$ cat src/rtl/rr_arbiter8_if.sv
// Request/grant bundle between bus masters and the 8-way round-robin arbiter.
// master drives en/req; slave (arbiter) returns the registered grant signals.
interface rr_arbiter8_if;
  logic       en;
  logic [7:0] req;
  logic [7:0] gnt;
  logic [2:0] gnt_idx;
  logic       gnt_valid;
  logic       preempt;

  modport master (
    output en,
    output req,
    input  gnt,
    input  gnt_idx,
    input  gnt_valid,
    input  preempt
  );

  modport slave (
    input  en,
    input  req,
    output gnt,
    output gnt_idx,
    output gnt_valid,
    output preempt
  );
endinterface

$ cat src/rtl/rr_arbiter8.sv
// 8-way round-robin arbiter with hold timeout; grant registered one cycle after request.
// Owner keeps the grant until release, en low or timeout; handover happens with no dead cycle.
module rr_arbiter8 #(
  parameter int MAX_HOLD = 16,
  parameter int CNT_W    = 5
) (
  input logic         clk,
  input logic         rst,
  rr_arbiter8_if.slave bus
);

  typedef enum logic {IDLE, GRANT} state_t;

  localparam bit               TO_EN   = (MAX_HOLD != 0);
  localparam logic [CNT_W-1:0] CNT_MAX = CNT_W'(MAX_HOLD);
  localparam logic [CNT_W-1:0] CNT_TO  = TO_EN ? CNT_W'(MAX_HOLD - 1) : '0;

  state_t           state;
  logic [7:0]       gnt_q;
  logic [2:0]       idx_q;
  logic             vld_q;
  logic             pre_q;
  logic [2:0]       ptr;
  logic [CNT_W-1:0] hold_cnt;

  logic [7:0] cand;
  logic       win_found;
  logic [2:0] win_idx;
  logic       owner_req;
  logic       timeout;

  // Current owner is never a candidate: on release its bit is already low,
  // and on timeout it must be skipped. ptr is always owner+1 while granted.
  assign cand      = bus.req & ~gnt_q;
  assign owner_req = bus.req[idx_q];
  assign timeout   = TO_EN && (hold_cnt >= CNT_TO);

  always_comb begin : search
    logic [2:0] probe;
    probe     = '0;
    win_found = 1'b0;
    win_idx   = '0;
    // Scan farthest offset first so the nearest set bit to ptr wins.
    for (int i = 7; i >= 0; i--) begin
      probe = ptr + 3'(i);
      if (cand[probe]) begin
        win_found = 1'b1;
        win_idx   = probe;
      end
    end
  end

  always_ff @(posedge clk) begin
    if (rst) begin
      state    <= IDLE;
      gnt_q    <= '0;
      idx_q    <= '0;
      vld_q    <= 1'b0;
      pre_q    <= 1'b0;
      ptr      <= '0;
      hold_cnt <= '0;
    end else begin
      pre_q <= 1'b0;
      case (state)
        IDLE: begin
          if (bus.en && win_found) begin
            state    <= GRANT;
            gnt_q    <= 8'b1 << win_idx;
            idx_q    <= win_idx;
            vld_q    <= 1'b1;
            ptr      <= win_idx + 3'd1;
            hold_cnt <= '0;
          end
        end
        GRANT: begin
          if (!bus.en || (!owner_req && !win_found)) begin
            state    <= IDLE;
            gnt_q    <= '0;
            idx_q    <= '0;
            vld_q    <= 1'b0;
            hold_cnt <= '0;
          end else if (!owner_req || (timeout && win_found)) begin
            // Release takes precedence over timeout, so preempt only when owner still wants it.
            gnt_q    <= 8'b1 << win_idx;
            idx_q    <= win_idx;
            ptr      <= win_idx + 3'd1;
            hold_cnt <= '0;
            pre_q    <= owner_req;
          end else if (hold_cnt != CNT_MAX) begin
            hold_cnt <= hold_cnt + CNT_W'(1);
          end
        end
        default: state <= IDLE;
      endcase
    end
  end

  assign bus.gnt       = gnt_q;
  assign bus.gnt_idx   = idx_q;
  assign bus.gnt_valid = vld_q;
  assign bus.preempt   = pre_q;

endmodule

$ cat src/flat_wrapper.sv
// flat-port wrapper written by rule: the top's interface ports become plain ports
module rr_arbiter8_flat 
#(
  parameter int MAX_HOLD = 16,
  parameter int CNT_W    = 5
)
  (clk, rst, bus_en, bus_req, bus_gnt, bus_gnt_idx, bus_gnt_valid, bus_preempt);
  rr_arbiter8_if bus_i ();
  input logic clk;
  input logic rst;
  input wire logic [$bits(bus_i.en)-1:0] bus_en;
  input wire logic [$bits(bus_i.req)-1:0] bus_req;
  output wire logic [$bits(bus_i.gnt)-1:0] bus_gnt;
  output wire logic [$bits(bus_i.gnt_idx)-1:0] bus_gnt_idx;
  output wire logic [$bits(bus_i.gnt_valid)-1:0] bus_gnt_valid;
  output wire logic [$bits(bus_i.preempt)-1:0] bus_preempt;
  assign bus_i.en = bus_en;
  assign bus_i.req = bus_req;
  assign bus_gnt = bus_i.gnt;
  assign bus_gnt_idx = bus_i.gnt_idx;
  assign bus_gnt_valid = bus_i.gnt_valid;
  assign bus_preempt = bus_i.preempt;
  rr_arbiter8 #(.MAX_HOLD(MAX_HOLD), .CNT_W(CNT_W)) u_core (.clk(clk), .rst(rst), .bus(bus_i));
endmodule
$ cat config.mk
export PLATFORM = sky130hd
export DESIGN_NAME = rr_arbiter8_flat
export DESIGN_NICKNAME = d
export VERILOG_FILES = /design/src/rtl/rr_arbiter8_if.sv /design/src/rtl/rr_arbiter8.sv /design/src/flat_wrapper.sv
export SDC_FILE = /design/constraint.sdc
export NUM_CORES = 1
export LEC_CHECK = 0
export CAP_MARGIN = 5
export CELL_PAD_IN_SITES_DETAIL_PLACEMENT = 1
export CELL_PAD_IN_SITES_GLOBAL_PLACEMENT = 1
export CORE_MARGIN = 3
export CORE_UTILIZATION = 39
export DETAILED_ROUTE_END_ITERATION = 10
export GPL_TIMING_DRIVEN = 1
export PLACE_DENSITY = 0.87
export SYNTH_ARGS = -nofsm -noshare
export SYNTH_HDL_FRONTEND = slang
export SYNTH_SLANG_ARGS = --single-unit
$ cat constraint.sdc
create_clock -name clk -period 3.25 [get_ports clk]
set_input_delay 0.4875 -clock clk [delete_from_list [all_inputs] [get_ports clk]]
set_output_delay 0.4875 -clock clk [all_outputs]
set_load 0.01 [all_outputs]
Word level (Yosys, flattened, before mapping)
Cells that the tools add are included.
Storage, ports and cells
  input bits: 11
  bits in latches: 0
  register bits: 22
  output and inout port bits: 13
  memories kept: 0
  RAM bits: 0
  ROM bits: 0
  word-level logic and storage cells: 108
Cells by class
  $mul: 0
  reduce and logical (&&, ||, !) cells: 13
  $lt $le $gt $ge: 10
  mux-type cells: 57
  equal/unequal tests: 7
  bitwise gates (word level): 4
  shift operators: 1
  div/mod/pow operators: 0
  add/subtract/negate cells: 9
Operators with widths (number)
  2-to-1 mux 3 bit: 14
  < comparator 3 x 4 -> 1 bit (second input constant): 9
  binary-select mux 1 bit (select 3 bit): 9
  2-to-1 mux 8 bit: 3
  2-to-1 mux 1 bit: 21
  2-to-1 mux 5 bit: 4
  one-hot mux 8 bit (2 select lines): 1
  adder 3 bit (second input constant): 4
  one-hot mux 3 bit (2 select lines): 2
  one-hot mux 5 bit (2 select lines): 1
  bitwise AND 8 bit: 1
  NOT 8 bit: 1
  << shifter 1 x 3 -> 8 bit (first input constant): 1
  adder 3 x 1 -> 3 bit (second input constant): 2
  adder 3 x 2 -> 3 bit (second input constant): 2
  inequality test 2 bit (second input constant): 3
  AND reduction 2 bit: 3
  adder 5 x 1 -> 5 bit (second input constant): 1
  greater-or-equal comparator 5 x 4 -> 1 bit (second input constant): 1
  inequality test 5 bit (second input constant): 1
  inequality test 4 bit (second input constant): 1
  one-hot mux 1 bit (2 select lines): 2
  OR reduction 4 bit: 1
  logical AND 1 bit: 3
  6 further kinds: 10

Longest topological paths before layout
  word-level depth: 17
  mapped depth: 14
  depth with buffers taken out: 12

Least setup slack after synthesis
OpenSTA, ideal clock, no wires.
  kind: flip-flop to flip-flop
  start point: register u_core.ptr[1]
  end point: register u_core.ptr[2]
  library setup time: 86 ps
  arrival time: 2909 ps
  period minus slack after synthesis: 2995 ps
  cell stages (with the launch flop): 13
  buffers on the path: 2
  path slack: 255 ps
  data required time: 3164 ps
  cell sequence: dfxtp_1 > inv_2 > ha_1 > buf_2 > clkinv_1 > mux4_2 > o311ai_0 > a21oi_1 > and3b_1 > clkbuf_1 > nor2_1 > ha_1 > a211oi_1
Between the ends
  cells in the longest elaborated chain, start to end: 16
  elaborated cells on any way between the ends: 54
  those cells by class: 8 x add/sub; 3 x eq/ne; 36 x mux; 7 x reduce/logical
Ends and longest elaborated chain
  start: declaration: line rr_arbiter8.sv:23  | logic [2:0] ptr;
  start signal: assignment: line rr_arbiter8.sv:71  | ptr <= win_idx + 3'd1;
  start signal: assignment: line rr_arbiter8.sv:86  | ptr <= win_idx + 3'd1;
  branches (longest 16 deep; another with adder 3 bit)
Parallel ways; which one is timed is not known. The select of a mux whose other input is x is not followed.
A chain may end at the register's enable or synchronous reset.

Final worst setup path
  start point: input bus_req[7]
  end point: register u_core.gnt_q[7] (netlist: u_core.bus.gnt[7])
Between the ends
  cells in the longest elaborated chain, start to end: 16
  elaborated cells on any way between the ends: 50
  those cells by class: 2 x eq/ne; 1 x shift; 38 x mux; 1 x bitwise; 8 x reduce/logical
Ends and longest elaborated chain
  start: declaration: line flat_wrapper.sv:12  | input wire logic [$bits(bus_i.req)-1:0] bus_req;
  bitwise AND 8 bit: line rr_arbiter8.sv:34  | assign cand = bus.req & ~gnt_q;
  binary-select mux 1 bit (select 3 bit): line rr_arbiter8.sv:46  | if (cand[probe]) begin
  2-to-1 mux 1 bit (not written as such): line rr_arbiter8.sv:46
  2-to-1 mux 1 bit (8 in series): line rr_arbiter8.sv:46
  logical NOT 1 bit: line rr_arbiter8.sv:76  | if (!bus.en || (!owner_req && !win_found)) begin
  logical AND 1 bit: line rr_arbiter8.sv:76
  logical OR 1 bit: line rr_arbiter8.sv:76
  2-to-1 mux 8 bit or inequality test 3 bit (tied branches)
  one-hot mux 8 bit (2 select lines) or AND reduction 2 bit (tied branches)
  end signal: assignment: line rr_arbiter8.sv:68  | gnt_q <= 8'b1 << win_idx;
  end signal: assignment: line rr_arbiter8.sv:84  | gnt_q <= 8'b1 << win_idx;
  end: declaration: line rr_arbiter8.sv:19  | logic [7:0] gnt_q;
Parallel ways exist; a longest one is shown, timed or not. The select of a mux whose other input is x is not followed.

==> impl_metrics.py <==
metrics = {
    "die": {
        "start_util": 0.4154,
        "dieArea_um2": 6512,
        "ioPinCount": 24,
        "fp.dieH_um": 80.70,
        "row_count": 26,
        "core-area_um2": 5238,
        "fp.dieW_um": 80.70,
    },
    "route": {
        "wl_per_cell_um": 25.92,
        "drt_pass1_iterations": 4,
        "drt_iter0_drc": 224,
        "routed_via_density": 6.546,
        "drc_errors": 0,
        "ant_nets": 0,
        "vias": 2612,
        "wl_um": 10340,
    },
    "min_path": {
        "hp-class": "flop to flop",
    },
    "place": {
        "placed_area_um2": 2894,
        "dp_hpwl_um": 7092,
        "routabilityCongestion": 0.9751,
        "placedCellCount": 393,
        "io_buffers": 23,
    },
    "setup_path": {
        "arrival_ps": 3380,
        "critPathTopFamily": "compound AO/OA/AOI/OAI gates",
        "cp-end-kind": "flop",
        "crit_fanout": 4,
        "critical_path_buf_inv_count": 1,
        "path_class": "input port to flop",
        "worstPathRequired_ps": 3370,
        "path_cells": "clkdlybuf4s50_1 > nor2b_4 > mux4_2 > o311ai_0 > a21oi_1 > and3b_2 > nor2_2 > ha_1 > a22oi_1 > nor2_1",
        "max_stage_delay_ps": 650,
        "worst_path_max_delay_cell": "o311ai_0",
        "start_kind": "input port",
    },
    "synth": {
        "synth_flop_cell": "dfxtp_1",
        "synth_area_leaders": "dfxtp_1 (20%), mux4_2 (17%), mux2i_1 (6.4%)",
        "avgSynthCellArea_um2": 8.634,
        "synth_cell_type_count": 61,
        "ys_seq_elements": 22,
        "async_flop_share": 0,
        "syn_nets": 270,
        "mappedNetlistArea_um2": 2176,
        "synth_warnings": 0,
        "synthCells": 252,
        "synth_edf_count": 0,
        "netlist.area_leader.share": 0.2024,
        "seq_area_frac_synth": 0.2024,
        "synth_area_leader_cell": "dfxtp_1",
    },
    "power": {
        "p_int_uw": 1739,
        "p_comb_frac": 0.811,
        "powerDensity_nw_per_um2": 1115,
        "p_total_uw": 3418,
        "p_seq_frac": 0.136,
        "p_leak_uw": 0.001250,
        "power.switching_uw": 1678,
        "clockPowerShare": 0.053,
        "vdd_drop_max_v": 0.0008053,
        "switching_share": 0.4911,
    },
    "clock_network": {
        "cts_root_buf": "clkbuf_8",
        "clk_pin_slew_worst_paths_ps": 90,
        "cts_buffers": 3,
        "cts_tree": "yes",
        "clock_latency_ps": 280,
        "clockBufferDepth": 2,
        "hold_buffers": 0,
        "cts.sinks": 22,
        "htree_levels": 1,
    },
    "timing": {
        "hold_viol_final": 0,
        "layout_worst_path_cycle_share": 1.004,
        "slew_violations": 0,
        "timing.fmax_mhz": 306.5,
        "fin_worst_skew_ps": 9.346,
        "rsz0062_at_grt": "true",
        "slew_headroom": 0.3816,
        "setup_viol": 2,
        "setup_ws_ps": -12.42,
        "worst_slew_pin_slew_ps": 924.7,
        "layout_min_cycle_time_ps": 3262,
        "hold_ws_ps": 541.3,
    },
    "grt": {
        "grt_pass1_wl_um": 14480,
        "antenna_found_initial": 0,
        "grt_usage": 0.2961,
        "grt-ovfl-total": 0,
        "grt_pass1_vias": 2681,
        "grt_max_degree": 28,
    },
    "run": {
        "max-cap-violations": 0,
    },
    "status": {
        "outcome": "finished, violations left",
        "violations": "setup timing",
    },
    "final_layout": {
        "fin_nets": 349,
        "areaGrowthSynthToFinish_pct": 40.89,
        "stdcell_count": 399,
        "fillers": 604,
        "drive_above_1_share": 0.3435,
        "fin_area_um2": 3065,
        "register_area_um2": 442.9,
        "multi_input_area_um2": 1729,
        "antennaDiodeCount": 0,
    },
}
==> placed cells by master, fill, tap and decap left out, drive strengths merged, types with 3 or more instances in the layout <==
cell type,synthesis,routed
a211oi,4,4
ha,7,7
nand3b,3,3
nor2b,8,8
nor2,21,21
a21oi,21,21
inv,10,11
dfxtp,22,22
o211ai,4,4
nand2b,14,14
mux4,16,16
nor4,5,5
clkbuf,6,3
buf,6,63
nand2,20,20
clkdlybuf4s50,0,20
nand3,3,3
a31oi,4,4
o21ai,14,14
mux2i,14,14
nand4b,3,3
==> cell usage after synthesis, types with 3 or more instances <==
| cell type | n |
|---|---|
| nand3b_1 | 3 |
| a211oi_1 | 3 |
| mux2i_1 | 14 |
| o21ai_0 | 14 |
| dfxtp_1 | 22 |
| buf_2 | 4 |
| nor2_1 | 21 |
| o211ai_1 | 4 |
| nor4_1 | 5 |
| nand3_1 | 3 |
| clkbuf_1 | 5 |
| ha_1 | 7 |
| mux4_2 | 16 |
| nand2_1 | 20 |
| nor2b_1 | 8 |
| a31oi_1 | 4 |
| a21oi_1 | 21 |
| nand4b_1 | 3 |
| inv_1 | 8 |
| nand2b_1 | 14 |
==> sequential cells by signal, indices dropped and copies added, names as in the netlist <==
name	flops
u_core.bus.gnt	8
u_core.bus.gnt_idx	3
u_core.bus.gnt_valid	1
u_core.bus.preempt	1
u_core.hold_cnt	5
u_core.ptr	3
u_core.state	1
==> worst min-delay path: stages, from the launching register on <==
cell	delay, ps
dfxtp_1	350
o21ai_0	90
a21oi_1	60
==> path summary, 6_finish.rpt <==
kind / from / end / slack (ps) / depth (start not counted)
hold / removal: u_core.hold_cnt[0]$_SDFFE_PP0P_ / u_core.hold_cnt[0]$_SDFFE_PP0P_ / 540 / 2
hold reg to reg: u_core.hold_cnt[0]$_SDFFE_PP0P_ / u_core.hold_cnt[0]$_SDFFE_PP0P_ / 540 / 2
setup / recovery: bus_req[7] / u_core.bus.gnt[7]$_SDFFE_PP0P_ / -10 / 10
setup reg to reg: u_core.ptr[0]$_SDFFE_PP0P_ / u_core.bus.gnt[7]$_SDFFE_PP0P_ / 100 / 11
==> cells by family after synthesis <==
| logic type | Yosys count | share of synthesized area |
|---|---|---|
| buffers and inverters | 23 | 0.05003 |
| flip-flops | 22 | 0.2024 |
| XOR/XNOR | 3 | 0.01208 |
| multiplexers | 30 | 0.2300 |
| adder cells (fa/ha/maj) | 7 | 0.04025 |
| AND/OR/NAND/NOR | 97 | 0.2507 |
| AO/OA/AOI/OAI | 70 | 0.2145 |
==> routing by layer <==
metal  track usage  part of all wire  wire length [µm]
met5             0                 0                 0
met4        0.1284             0.068               704
met3       0.03587             0.062               640
met2        0.5149              0.48              5015
met1        0.3647              0.38              3982
==> power by group through the flow <==
stage / sequential, µW / combinational (µW) / clock [µW]
floorplan: 411 / 1340 / 0
global placement: 445 / 2230 / 0
detailed placement: 453 / 2370 / 0
CTS: 450 / 2450 / 176
global route: 471 / 2920 / 187
finish: 465 / 2770 / 180
==> cell type report <==
cell class	count	share of cell area
Multi-Input combinational cell	207	0.5641
Tap cell	70	0.02857
Inverter	11	0.01592
Sequential cell	22	0.1445
Clock buffer	3	0.01347
Timing Repair Buffer	86	0.2335
==> repair_timing <==
action / 4_1_cts / 5_1_grt
setup buffers: 1 / 2
resized for setup: 10 / 23
endpoints found under the setup margin: 15 / 6
pin swaps: 1 / 6
==> stage by stage <==
step / setup WS (ps) / utilization / setup TNS (ps)
after floorplan: 255.5 / - / 0
after global placement: -208.3 / 0.5526 / -1221
after detailed placement: -364.6 / 0.5526 / -2733
after CTS: 1.175 / 0.5662 / 0
after global routing: -87.49 / 0.5853 / -395.3
final: -12.42 / 0.5853 / -14.60
No activity file was read; power rests on OpenSTA's default activity.
